File: config.mk
export PLATFORM = sky130hd
export DESIGN_NAME = mult_div_unit_flat
export DESIGN_NICKNAME = d
export VERILOG_FILES = /design/src/rtl/mult_div_unit_if.sv /design/src/rtl/mult_div_unit.sv /design/src/flat_wrapper.sv
export SDC_FILE = /design/constraint.sdc
export NUM_CORES = 1
export LEC_CHECK = 0
export ABC_CLOCK_PERIOD_IN_PS = 9900
export CAP_MARGIN = 40
export CORE_MARGIN = 3
export CORE_UTILIZATION = 40
export DETAILED_ROUTE_END_ITERATION = 10
export HOLD_SLACK_MARGIN = 0.05
export PLACE_DENSITY_LB_ADDON = 0.25
export SKIP_LAST_GASP = 1
export SYNTH_ARGS = -nofsm -noshare
export SYNTH_HDL_FRONTEND = slang
export SYNTH_SLANG_ARGS = --single-unit
File: constraint.sdc
create_clock -name clk -period 9.9 [get_ports clk]
set_input_delay 1.485 -clock clk [delete_from_list [all_inputs] [get_ports clk]]
set_output_delay 1.485 -clock clk [all_outputs]
set_load 0.02 [all_outputs]
File: src/rtl/mult_div_unit_if.sv
// Request/response bundle between the CPU control datapath and the multiply/divide unit.
// The control side drives starts and operands; the unit returns HI/LO and status.
interface mult_div_unit_if #(parameter int WIDTH = 32);
    logic             start_mult;
    logic             start_div;
    logic [WIDTH-1:0] a;
    logic [WIDTH-1:0] b;
    logic [WIDTH-1:0] hi;
    logic [WIDTH-1:0] lo;
    logic             busy;
    logic             done;
    logic             div_zero;

    modport master (
        output start_mult, start_div, a, b,
        input  hi, lo, busy, done, div_zero
    );

    modport slave (
        input  start_mult, start_div, a, b,
        output hi, lo, busy, done, div_zero
    );
endinterface

File: src/rtl/mult_div_unit.sv
// Multicycle signed multiply (radix-2 Booth) / divide (restoring) unit owning the HI/LO registers.
// One step per clock; results land in HI/LO on the cycle done pulses.
module mult_div_unit #(
    parameter int WIDTH = 32
) (
    input logic            clk,
    input logic            reset,
    mult_div_unit_if.slave bus
);
    localparam int CNT_W = $clog2(WIDTH + 1);

    typedef enum logic [2:0] {IDLE, MULT, DIV, FIN, DZ_WAIT, DZ} state_t;

    state_t                  state;
    state_t                  state_next;

    logic signed [2*WIDTH:0] acc;
    logic                    booth_prev;
    logic signed [WIDTH-1:0] mcand;
    logic [WIDTH:0]          rem;
    logic [WIDTH-1:0]        quo;
    logic [WIDTH-1:0]        dvs;
    logic                    neg_quo;
    logic                    neg_rem;
    logic [CNT_W-1:0]        count;
    logic [WIDTH-1:0]        hi_r;
    logic [WIDTH-1:0]        lo_r;
    logic                    div_zero_r;

    logic                    accept_mult;
    logic                    accept_div;
    logic signed [WIDTH:0]   booth_upper;
    logic signed [2*WIDTH:0] booth_next;
    logic [WIDTH:0]          div_shift;
    logic [WIDTH:0]          div_sub;
    logic                    div_fit;

    function automatic logic [WIDTH-1:0] apply_sign(input logic [WIDTH-1:0] x, input logic neg);
        return neg ? (~x + 1'b1) : x;
    endfunction

    // Most-negative input maps to 2^(WIDTH-1), which still fits as an unsigned magnitude.
    function automatic logic [WIDTH-1:0] magnitude(input logic [WIDTH-1:0] x);
        return apply_sign(x, x[WIDTH-1]);
    endfunction

    assign accept_mult = (state == IDLE) && bus.start_mult;
    assign accept_div  = (state == IDLE) && !bus.start_mult && bus.start_div;

    always_comb begin
        booth_upper = acc[2*WIDTH:WIDTH];
        case ({acc[0], booth_prev})
            2'b10:   booth_upper = acc[2*WIDTH:WIDTH] - {mcand[WIDTH-1], mcand};
            2'b01:   booth_upper = acc[2*WIDTH:WIDTH] + {mcand[WIDTH-1], mcand};
            default: booth_upper = acc[2*WIDTH:WIDTH];
        endcase
        booth_next = $signed({booth_upper, acc[WIDTH-1:0]}) >>> 1;

        // Bring down the next dividend bit from the top of the quotient shifter.
        div_shift = (rem << 1) | {{WIDTH{1'b0}}, quo[WIDTH-1]};
        div_sub   = div_shift - {1'b0, dvs};
        div_fit   = div_shift >= {1'b0, dvs};
    end

    always_comb begin
        state_next   = state;
        bus.busy     = 1'b0;
        bus.done     = 1'b0;
        case (state)
            IDLE: begin
                if (accept_mult)
                    state_next = MULT;
                else if (accept_div)
                    state_next = (bus.b == '0) ? DZ_WAIT : DIV;
            end
            MULT: begin
                bus.busy = 1'b1;
                if (count == '0)
                    state_next = FIN;
            end
            DIV: begin
                bus.busy = 1'b1;
                if (count == '0)
                    state_next = FIN;
            end
            DZ_WAIT: begin
                bus.busy   = 1'b1;
                state_next = DZ;
            end
            FIN: begin
                bus.done   = 1'b1;
                state_next = IDLE;
            end
            DZ: begin
                bus.done   = 1'b1;
                state_next = IDLE;
            end
            default: state_next = IDLE;
        endcase
    end

    always_ff @(posedge clk) begin
        if (reset) begin
            state      <= IDLE;
            acc        <= '0;
            booth_prev <= 1'b0;
            mcand      <= '0;
            rem        <= '0;
            quo        <= '0;
            dvs        <= '0;
            neg_quo    <= 1'b0;
            neg_rem    <= 1'b0;
            count      <= '0;
            hi_r       <= '0;
            lo_r       <= '0;
            div_zero_r <= 1'b0;
        end else begin
            state <= state_next;
            case (state)
                IDLE: begin
                    if (accept_mult) begin
                        mcand      <= bus.a;
                        acc        <= {{(WIDTH+1){1'b0}}, bus.b};
                        booth_prev <= 1'b0;
                        count      <= CNT_W'(WIDTH);
                        div_zero_r <= 1'b0;
                    end else if (accept_div) begin
                        quo        <= magnitude(bus.a);
                        dvs        <= magnitude(bus.b);
                        rem        <= '0;
                        neg_quo    <= bus.a[WIDTH-1] ^ bus.b[WIDTH-1];
                        neg_rem    <= bus.a[WIDTH-1];
                        count      <= CNT_W'(WIDTH);
                        div_zero_r <= 1'b0;
                    end
                end
                MULT: begin
                    if (count != '0) begin
                        acc        <= booth_next;
                        booth_prev <= acc[0];
                        count      <= count - 1'b1;
                    end else begin
                        {hi_r, lo_r} <= acc[2*WIDTH-1:0];
                    end
                end
                DIV: begin
                    if (count != '0) begin
                        rem   <= div_fit ? div_sub : div_shift;
                        quo   <= {quo[WIDTH-2:0], div_fit};
                        count <= count - 1'b1;
                    end else begin
                        hi_r <= apply_sign(rem[WIDTH-1:0], neg_rem);
                        lo_r <= apply_sign(quo, neg_quo);
                    end
                end
                DZ_WAIT: div_zero_r <= 1'b1;
                default: ;
            endcase
        end
    end

    assign bus.hi       = hi_r;
    assign bus.lo       = lo_r;
    assign bus.div_zero = div_zero_r;
endmodule

File: src/flat_wrapper.sv
// flat-port wrapper written by rule: the top's interface ports become plain ports
module mult_div_unit_flat 
#(
    parameter int WIDTH = 32
)
  (clk, reset, bus_start_mult, bus_start_div, bus_a, bus_b, bus_hi, bus_lo, bus_busy, bus_done, bus_div_zero);
  mult_div_unit_if #(.WIDTH(WIDTH)) bus_i ();
  input logic clk;
  input logic reset;
  input wire logic [$bits(bus_i.start_mult)-1:0] bus_start_mult;
  input wire logic [$bits(bus_i.start_div)-1:0] bus_start_div;
  input wire logic [$bits(bus_i.a)-1:0] bus_a;
  input wire logic [$bits(bus_i.b)-1:0] bus_b;
  output wire logic [$bits(bus_i.hi)-1:0] bus_hi;
  output wire logic [$bits(bus_i.lo)-1:0] bus_lo;
  output wire logic [$bits(bus_i.busy)-1:0] bus_busy;
  output wire logic [$bits(bus_i.done)-1:0] bus_done;
  output wire logic [$bits(bus_i.div_zero)-1:0] bus_div_zero;
  assign bus_i.start_mult = bus_start_mult;
  assign bus_i.start_div = bus_start_div;
  assign bus_i.a = bus_a;
  assign bus_i.b = bus_b;
  assign bus_hi = bus_i.hi;
  assign bus_lo = bus_i.lo;
  assign bus_busy = bus_i.busy;
  assign bus_done = bus_i.done;
  assign bus_div_zero = bus_i.div_zero;
  mult_div_unit #(.WIDTH(WIDTH)) u_core (.clk(clk), .reset(reset), .bus(bus_i));
endmodule
After elaboration in Yosys (flattened, before gate mapping) --
Index checks and enable logic that the tools add are counted. W data, S select, Z words.
Word-level totals: bits of input ports 68, output and inout bits 67, register bits after elaboration 270
Cells by class: bitwise gates (word level) 7, magnitude comparators 1, $add $sub $neg 8, equal/unequal tests 17, mux-type cells 40, reductions and logical operators 24
Operators by type and width (number):
- $mux W32 | 15
- $pmux W32 S2 | 4
- $mux W65 | 2
- $pmux W65 S2 | 1
- $add A32 B1 Y32 const B | 4
- $not A32 Y32 | 4
- $pmux W33 S2 | 1
- $add A33 B33 Y33 | 1
- $ge A33 B32 Y1 | 1
- $or A33 B1 Y33 | 1
- $sub A33 B33 Y33 | 1
- $logic_not A32 Y1 | 1
- $sub A32 B32 Y32 | 1
- $mux W6 | 3
- $mux W3 | 4
- $ne A2 B1 Y1 const B | 6
- $pmux W6 S2 | 1
- $reduce_and A3 Y1 | 4
- $reduce_bool A2 Y1 | 5
- $pmux W3 S3 | 1
- $eq A3 B2 Y1 const B | 2
- $eq A3 B3 Y1 const B | 2
- $logic_not A6 Y1 | 1
- $mux W1 | 6
- other kinds (17) | 25

Logic depth before layout (Yosys ltp) --
Gate-level depths: netlist (run 1).
depth after elaboration 6, depth in mapped cells 19

Worst setup path after synthesis (run 1) --
Ideal clock, no wire load.
kind register to register, from register u_core.mcand[4], to register u_core.acc[53], stages on the path, launching flop included 18, arrival time 3849 ps, clock period less this slack 3977 ps, setup slack 5923 ps, library setup time 128 ps, cell sequence dfxtp_1 > or4_1 > nor4_1 > nand2_1 > nor2_1 > a21oi_1 > xor2_1 > ha_1 > a21o_1 > a211o_1 > a32o_1 > a211oi_1 > o21bai_1 > a221o_1 > a21oi_1 > xnor2_1 > a222oi_1 > nor2_1
Between the ends: cells in the longest elaborated chain, start to end 4, elaborated cells between the ends (all ways) 5, classes of those cells add/sub: 2; mux: 3
Ends and longest elaborated chain:
- start: declaration | line mult_div_unit.sv:19 | logic signed [WIDTH-1:0] mcand;
- start signal: assignment | line mult_div_unit.sv:122 | mcand <= bus.a;
- $add A33 B33 Y33 / $sub A33 B33 Y33 (equally long branches) | line mult_div_unit.sv:54, mult_div_unit.sv:53
- $pmux W33 S2 (*) | line mult_div_unit.sv:52 | case ({acc[0], booth_prev})
- $mux W65 (*) | line mult_div_unit.sv:138 | if (count != '0) begin
- $pmux W65 S2 (*) | line mult_div_unit.sv:119 | case (state)
- end signal: assignment | line mult_div_unit.sv:123 | acc <= {{(WIDTH+1){1'b0}}, bus.b};
- end signal: assignment | line mult_div_unit.sv:139 | acc <= booth_next;
- end: declaration | line mult_div_unit.sv:17 | logic signed [2*WIDTH:0] acc;
Mark *: on every way between the ends. The rest lies on a longest branch, timed or not. The select of a mux whose other input is x is not followed. A chain may end at the register's enable or synchronous reset.

Final worst setup path (run 1) --
from register u_core.mcand[5], to register u_core.acc[63]
The elaborated chain is that of the path after synthesis.

==> results of run 1 <==
[worst max-delay path: cells and delay by family, from the launching register on]
kind	cells	cell delay [ns]
compound gates	9	1.69
simple gates	6	1.51
xor+xnor	2	0.40
fa+ha+maj	1	0.37
flops	1	0.34
[cells by family (layout without fill, tap and decap cells)]
group                      after synthesis  in the layout  synth area share
xor gates and xnor gates               205            205             0.103
and+or+nand+nor                        818            818             0.206
muxes                                   16             16           0.00933
adders and majority gates               73             73            0.0533
DFF                                    269            269             0.309
AOI/OAI and AO/OA                      742            742             0.271
buffers and inverters                  219            294            0.0483
[stage by stage]
stage          instance area [um2]  cells  total power, mW  setup WS, ns  utilization
3_3_place_gp                 19100   2922             3.87          5.12        0.449
2_1_floorplan                17400   2342             3.21          5.92            -
4_1_cts                      20400   2993             5.21          5.53        0.479
3_5_place_dp                 19200   2932             3.94          5.14        0.453
5_1_grt                      20400   2994             5.57          4.99        0.480
6_report                     20400   2994             5.21          5.48        0.480
[cells in the mapped netlist, types with 10 or more instances]
cell,number,share of area
nor2_1,332,0.072
nand2_1,279,0.060
dfxtp_1,269,0.31
a21oi_1,255,0.073
xor2_1,158,0.079
clkbuf_1,136,0.029
a211oi_1,134,0.058
o21ai_0,125,0.036
inv_1,72,0.016
ha_1,71,0.051
xnor2_1,47,0.024
o31ai_1,42,0.018
nor3_1,40,0.011
a21o_1,32,0.014
a311oi_1,32,0.016
nand3_1,30,0.0086
or3_1,20,0.0072
nor4_1,16,0.0057
o41ai_1,16,0.0080
o211ai_1,15,0.0065
mux2i_1,14,0.0080
nand2b_1,14,0.0050
nand4_1,14,0.0050
or4_1,14,0.0060
a31oi_1,13,0.0047
o21bai_1,13,0.0056
nor2b_1,11,0.0039
and2_1,10,0.0036
and3_1,10,0.0036
[state kept, by name (all words and copies together) (netlist names)]
name                 count
u_core.state             3
u_core.neg_rem           1
u_core.booth_prev        1
u_core.count             6
u_core.quo              32
u_core.bus.div_zero      1
u_core.bus.hi           32
u_core.rem              32
u_core.mcand            32
u_core.neg_quo           1
u_core.bus.lo           32
u_core.acc              64
u_core.dvs              32
[metal layers]
layer | track usage | wire length [um] | part of all wire
met5 | 0 | 27 | 0.00048
met4 | 0.0854 | 1810 | 0.032
met3 | 0.0356 | 3270 | 0.058
met2 | 0.384 | 25400 | 0.45
met1 | 0.320 | 25800 | 0.46
[report_power, final]
| group | internal, mW | total [mW] | switching (mW) |
|---|---|---|---|
| Clock | 0.750 | 1.26 | 0.509 |
| Combinational | 0.908 | 2.46 | 1.55 |
| Sequential | 1.28 | 1.50 | 0.217 |
[layout make-up]
| cell class | instances | area (um2) | area share |
|---|---|---|---|
| timing repair buffer | 161 | 1640 | 0.0806 |
| inverter | 72 | 270 | 0.0133 |
| sequential | 269 | 5390 | 0.264 |
| clock buffer | 50 | 1020 | 0.0502 |
| multi-input combinational | 1854 | 11200 | 0.551 |
| clock inverter | 11 | 110 | 0.00540 |
| tap | 577 | 722 | 0.0354 |
[worst max-delay path by stage]
stage	from	endpoint	slack, ns	cells past startpoint
6_report	u_core.mcand[5]$_SDFFE_PP0P_	u_core.acc[63]$_SDFFE_PP0P_	5.48	18
5_1_grt	u_core.mcand[4]$_SDFFE_PP0P_	u_core.acc[63]$_SDFFE_PP0P_	4.99	18
4_1_cts	u_core.mcand[5]$_SDFFE_PP0P_	u_core.acc[57]$_SDFFE_PP0P_	5.53	17
3_5_place_dp	bus_a[0]	u_core.quo[29]$_SDFFE_PP0P_	5.14	11
3_3_place_gp	bus_a[0]	u_core.quo[29]$_SDFFE_PP0P_	5.12	11
2_1_floorplan	u_core.mcand[4]$_SDFFE_PP0P_	u_core.acc[53]$_SDFFE_PP0P_	5.92	17
==> flow_metrics.tcl, run 1 <==
set metrics [dict create \
    hp-start "u_core.bus.hi[1]$_SDFFE_PP0P_" \
    reg2reg_slack_ns 5.48 \
    rows 75 \
    rr_worst_depth 18 \
    start_kind "register" \
    layout_commonest_cell "nor2_1" \
    finalCritPeriodShare 0.446 \
    ir_drop_v 0.000134 \
    vias 17100 \
    ys_ff_latch 269 \
    routed_wl_um 56300 \
    cts_tree "yes" \
    dp_hpwl_um 41900 \
    r2r_start "u_core.mcand[5]$_SDFFE_PP0P_" \
    drt_iter0_markers 1466 \
    die_w_um 215 \
    antenna_cells 0 \
    htree_levels 2 \
    initial_utilization 0.410 \
    rsz0062_at_grt "no" \
    holdPathStages 2 \
    layout-drive-gt1-share 0.0463 \
    nets 2534 \
    viasPerCell 5.72 \
    drt-wirelength-per-cell_um 18.8 \
    grt_start_max_net_pins 85 \
    clk-insertion-delay-late_ns 0.55 \
    holdWs_ns 0.454 \
    cts_hold_buf 0 \
    ys_types 66 \
    worst_slew_pin_slew_ns 0.877 \
    drv_cap 0 \
    cts.clk_slew.worst_paths_ns 0.06 \
    critical_path_class "reg2reg" \
    post_cts_resized 0 \
    clk_path_buf_depth 3 \
    rr_endpoint "u_core.acc[63]$_SDFFE_PP0P_" \
    numPortBuffers 134 \
    path_cells "or4_1 > nor4_1 > nand2_1 > nor2_1 > and2_1 > a21oi_1 > xor2_1 > ha_1 > a21o_1 > a21o_1 > a21oi_1 > o21a_1 > nor2_1 > a211oi_1 > o211ai_1 > o21ai_0 > xnor2_1 > o32ai_1" \
    pwr_density_cell_nw_per_um2 256 \
    cts_setup_buffers 0 \
    tns_ns 0 \
    gp_congestion 0.936 \
    leakagePower_nw 7.82 \
    area_delta_synth_final_pct 17.0 \
    grt_pass1_vias 16000 \
    synth_ff_type "dfxtp_1" \
    synth_edf_count 0 \
    numClockSinks 269 \
    crit_arrival_ns 4.83 \
    die_h_um 215 \
    hold_viol_final 0 \
    hold_path_class "reg2reg" \
    drc 0 \
    slew_violations 0 \
    ys_async_sr_fraction 0 \
    crit_required_ns 10.32 \
    period_minus_slack_ns 4.42 \
    firstDrtPassIters 6 \
    holdPathEnd "u_core.bus.hi[1]$_SDFFE_PP0P_" \
    cpPeakStageDelay_ns 0.56 \
    setup_viol 0 \
    yosys_warnings 0 \
    antenna_found_initial 2 \
    dieArea_um2 46100 \
    ys_seq_area_frac 0.309 \
    fill_cells 4178 \
    root_buffer "clkbuf_16" \
    slew_headroom 0.413 \
    syn_avg_cell_area_um2 7.44 \
    grt_usage 0.237 \
    overflow 0 \
    grt_pass1_wl_um 89300 \
    slowest_stage "or4_1" \
    syn_area_um2 17400 \
    syn_inst 2342 \
    layout_common_cells "330 x nor2_1, 275 x nand2_1, 269 x dfxtp_1, 255 x a21oi_1, 158 x xor2_1" \
    syn_nets 2483 \
    io_pins 135 \
    fin_worst_skew_ns 0.0193 \
    cts-buffers-inserted 35 \
    fmax_mhz 226 \
    end_kind "register" \
    cp_max_fo 7 \
    ant_nets 0 \
    status "finished, final reports clean" \
    core_area_um2 42500 \
]
Power figures use the tool's default switching activity.
==> run 2: changes to the inputs <==
Settings changed: ABC_CLOCK_PERIOD_IN_PS 9900 to 4550.
Clock period 9.9 ns to 4.55 ns, I/O delays scaled along.
==> flow_metrics.tcl, run 2 (synthesis results as in run 1) <==
set metrics [dict create \
    p_int_mw 6.27 \
    area_delta_synth_final_pct 16.5 \
    top_register "u_core.acc" \
    status "finished, final reports clean" \
    rsz0062_at_grt "no" \
    critPathTopFamily "compound AO/OA/AOI/OAI gates" \
    grt_start_max_net_pins 152 \
    crit_arrival_ns 4.64 \
    power_frac_seq 0.293 \
    met2_usage 0.376 \
    gp_congestion 0.917 \
    hold_path_class "reg2reg" \
    swShare 0.439 \
    largest_register_ffs 64 \
    vias 17000 \
    end_kind "register" \
    numPortBuffers 134 \
    rows 75 \
    place_area_um2 19300 \
    antenna_found_initial 1 \
    setup_viol 0 \
    antenna_cells 0 \
    drt-wirelength-per-cell_um 18.7 \
    slew_headroom 0.353 \
    slew_violations 0 \
    firstDrtPassIters 7 \
    clk_path_buf_depth 3 \
    fin_area_um2 20300 \
    power_frac_clock 0.227 \
    gr-usage-met1 0.325 \
    cts.clk_slew.worst_paths_ns 0.06 \
    io_pins 135 \
    grt_usage 0.233 \
    drc 0 \
    pwr_density_cell_nw_per_um2 550 \
    root_buffer "clkbuf_16" \
    tns_ns 0 \
    hold_viol_final 0 \
    die_w_um 215 \
    cts_tree "yes" \
    initial_utilization 0.410 \
    routed_wl_um 55900 \
    htree_levels 2 \
    core_area_um2 42500 \
    grt_pass1_wl_um 87900 \
    cts-buffers-inserted 34 \
    fmax_mhz 234 \
    leakagePower_nw 7.79 \
    viasPerCell 5.66 \
    busiest_layer "met2" \
    grt_pass1_vias 15700 \
    ant_nets 0 \
    nets 2539 \
    dp_hpwl_um 41800 \
    crit_required_ns 4.92 \
    critical_path_class "reg2reg" \
    path_cells "or4_1 > nor4_2 > nand2_1 > nor2_1 > a21oi_1 > xor2_1 > ha_1 > a21o_1 > a211o_1 > a32o_1 > a211oi_1 > o21bai_1 > a221o_1 > a21o_1 > a21oi_1 > xor2_1 > a221oi_1" \
    overflow 0 \
    worst_slew_pin_slew_ns 0.969 \
    critPathBufInv 0 \
    gr-usage-met3 0.0319 \
    start_kind "register" \
    finalCritPeriodShare 0.939 \
    drv_cap 0 \
    clk-insertion-delay-late_ns 0.54 \
    fin_worst_skew_ns 0.0199 \
    layout_common_cells "330 x nor2_1, 275 x nand2_1, 269 x dfxtp_1, 255 x a21oi_1, 158 x xor2_1" \
    layout_commonest_cell "nor2_1" \
    dieArea_um2 46100 \
    die_h_um 215 \
    combPwrFrac 0.480 \
    numClockSinks 269 \
    ir_drop_v 0.000342 \
    drt_iter0_markers 1578 \
    layout-drive-gt1-share 0.0483 \
    cp_max_fo 5 \
    period_minus_slack_ns 4.27 \
    cpPeakStageDelay_ns 0.59 \
    slowest_stage "or4_1" \
    cts_setup_buffers 0 \
    power_switching_mw 4.90 \
]
-- run 2: cell count changes in the layout (fill, tap and decap cells not counted), sizes merged --
cell / change
clkbuf: -5
bufinv: -1
buf: +5
clkinvlp: +2
clkinv: +4
inv: -3
clkdlybuf4s18: +1
-- run 2: final timing paths --
path	from	end	slack [ns]	cells after the start
setup / recovery	u_core.mcand[4]$_SDFFE_PP0P_	u_core.acc[57]$_SDFFE_PP0P_	0.28	17
setup reg to reg	u_core.mcand[4]$_SDFFE_PP0P_	u_core.acc[57]$_SDFFE_PP0P_	0.28	17
hold reg to reg	u_core.mcand[19]$_SDFFE_PP0P_	u_core.mcand[19]$_SDFFE_PP0P_	0.46	2
hold / removal	u_core.mcand[19]$_SDFFE_PP0P_	u_core.mcand[19]$_SDFFE_PP0P_	0.46	2
-- run 2: layout make-up --
type	instances	area, um2
clock buffer	45	953
clock inverter	13	77.6
fill	4224	22200
inverter	72	270
multi-input combinational	1854	11200
sequential	269	5390
tap	577	722
timing repair buffer	167	1650
-- run 2: worst register-to-register path, cell delays in order (launching register included) --
cell and delay (ns):
dfxtp_1 0.33, or4_1 0.59, nor4_2 0.24, nand2_1 0.09, nor2_1 0.17, a21oi_1 0.11, xor2_1 0.16, ha_1 0.34
a21o_1 0.21, a211o_1 0.30, a32o_1 0.23, a211oi_1 0.23, o21bai_1 0.12, a221o_1 0.36, a21o_1 0.19, a21oi_1 0.17
xor2_1 0.17, a221oi_1 0.09
-- run 2: power groups by stage --
| stage | sequential (mW) | clock (mW) | combinational (mW) |
|---|---|---|---|
| floorplan | 3.25 | 0 | 3.74 |
| global placement | 3.30 | 0 | 5.16 |
| detailed placement | 3.30 | 0 | 5.28 |
| CTS | 3.26 | 2.60 | 5.31 |
| global route | 3.32 | 2.70 | 5.93 |
| finish | 3.27 | 2.54 | 5.36 |
-- run 2: per-layer routing --
metal,wire [um],part of all wire
met5,18,0.00032
met2,25200,0.45
met1,26500,0.47
met3,2850,0.051
met4,1360,0.024
-- run 2: metrics by stage --
step | hold slack, ns | power [mW] | utilization | instances | worst slack (ns)
3_5_place_dp | 0.451 | 8.58 | 0.453 | 2939 | 0.226
2_1_floorplan | 0.432 | 6.99 | - | 2342 | 0.573
3_3_place_gp | 0.443 | 8.46 | 0.451 | 2932 | 0.204
4_1_cts | 0.458 | 11.2 | 0.477 | 2997 | 0.182
6_report | 0.457 | 11.2 | 0.478 | 2997 | 0.279
5_1_grt | 0.487 | 11.9 | 0.478 | 2997 | 0.0205
-- run 2: what timing repair did --
action | CTS | global route
endpoints found under the setup margin | 0 | 6
gates resized for setup | 0 | 1
hold buffers | 0 | 0
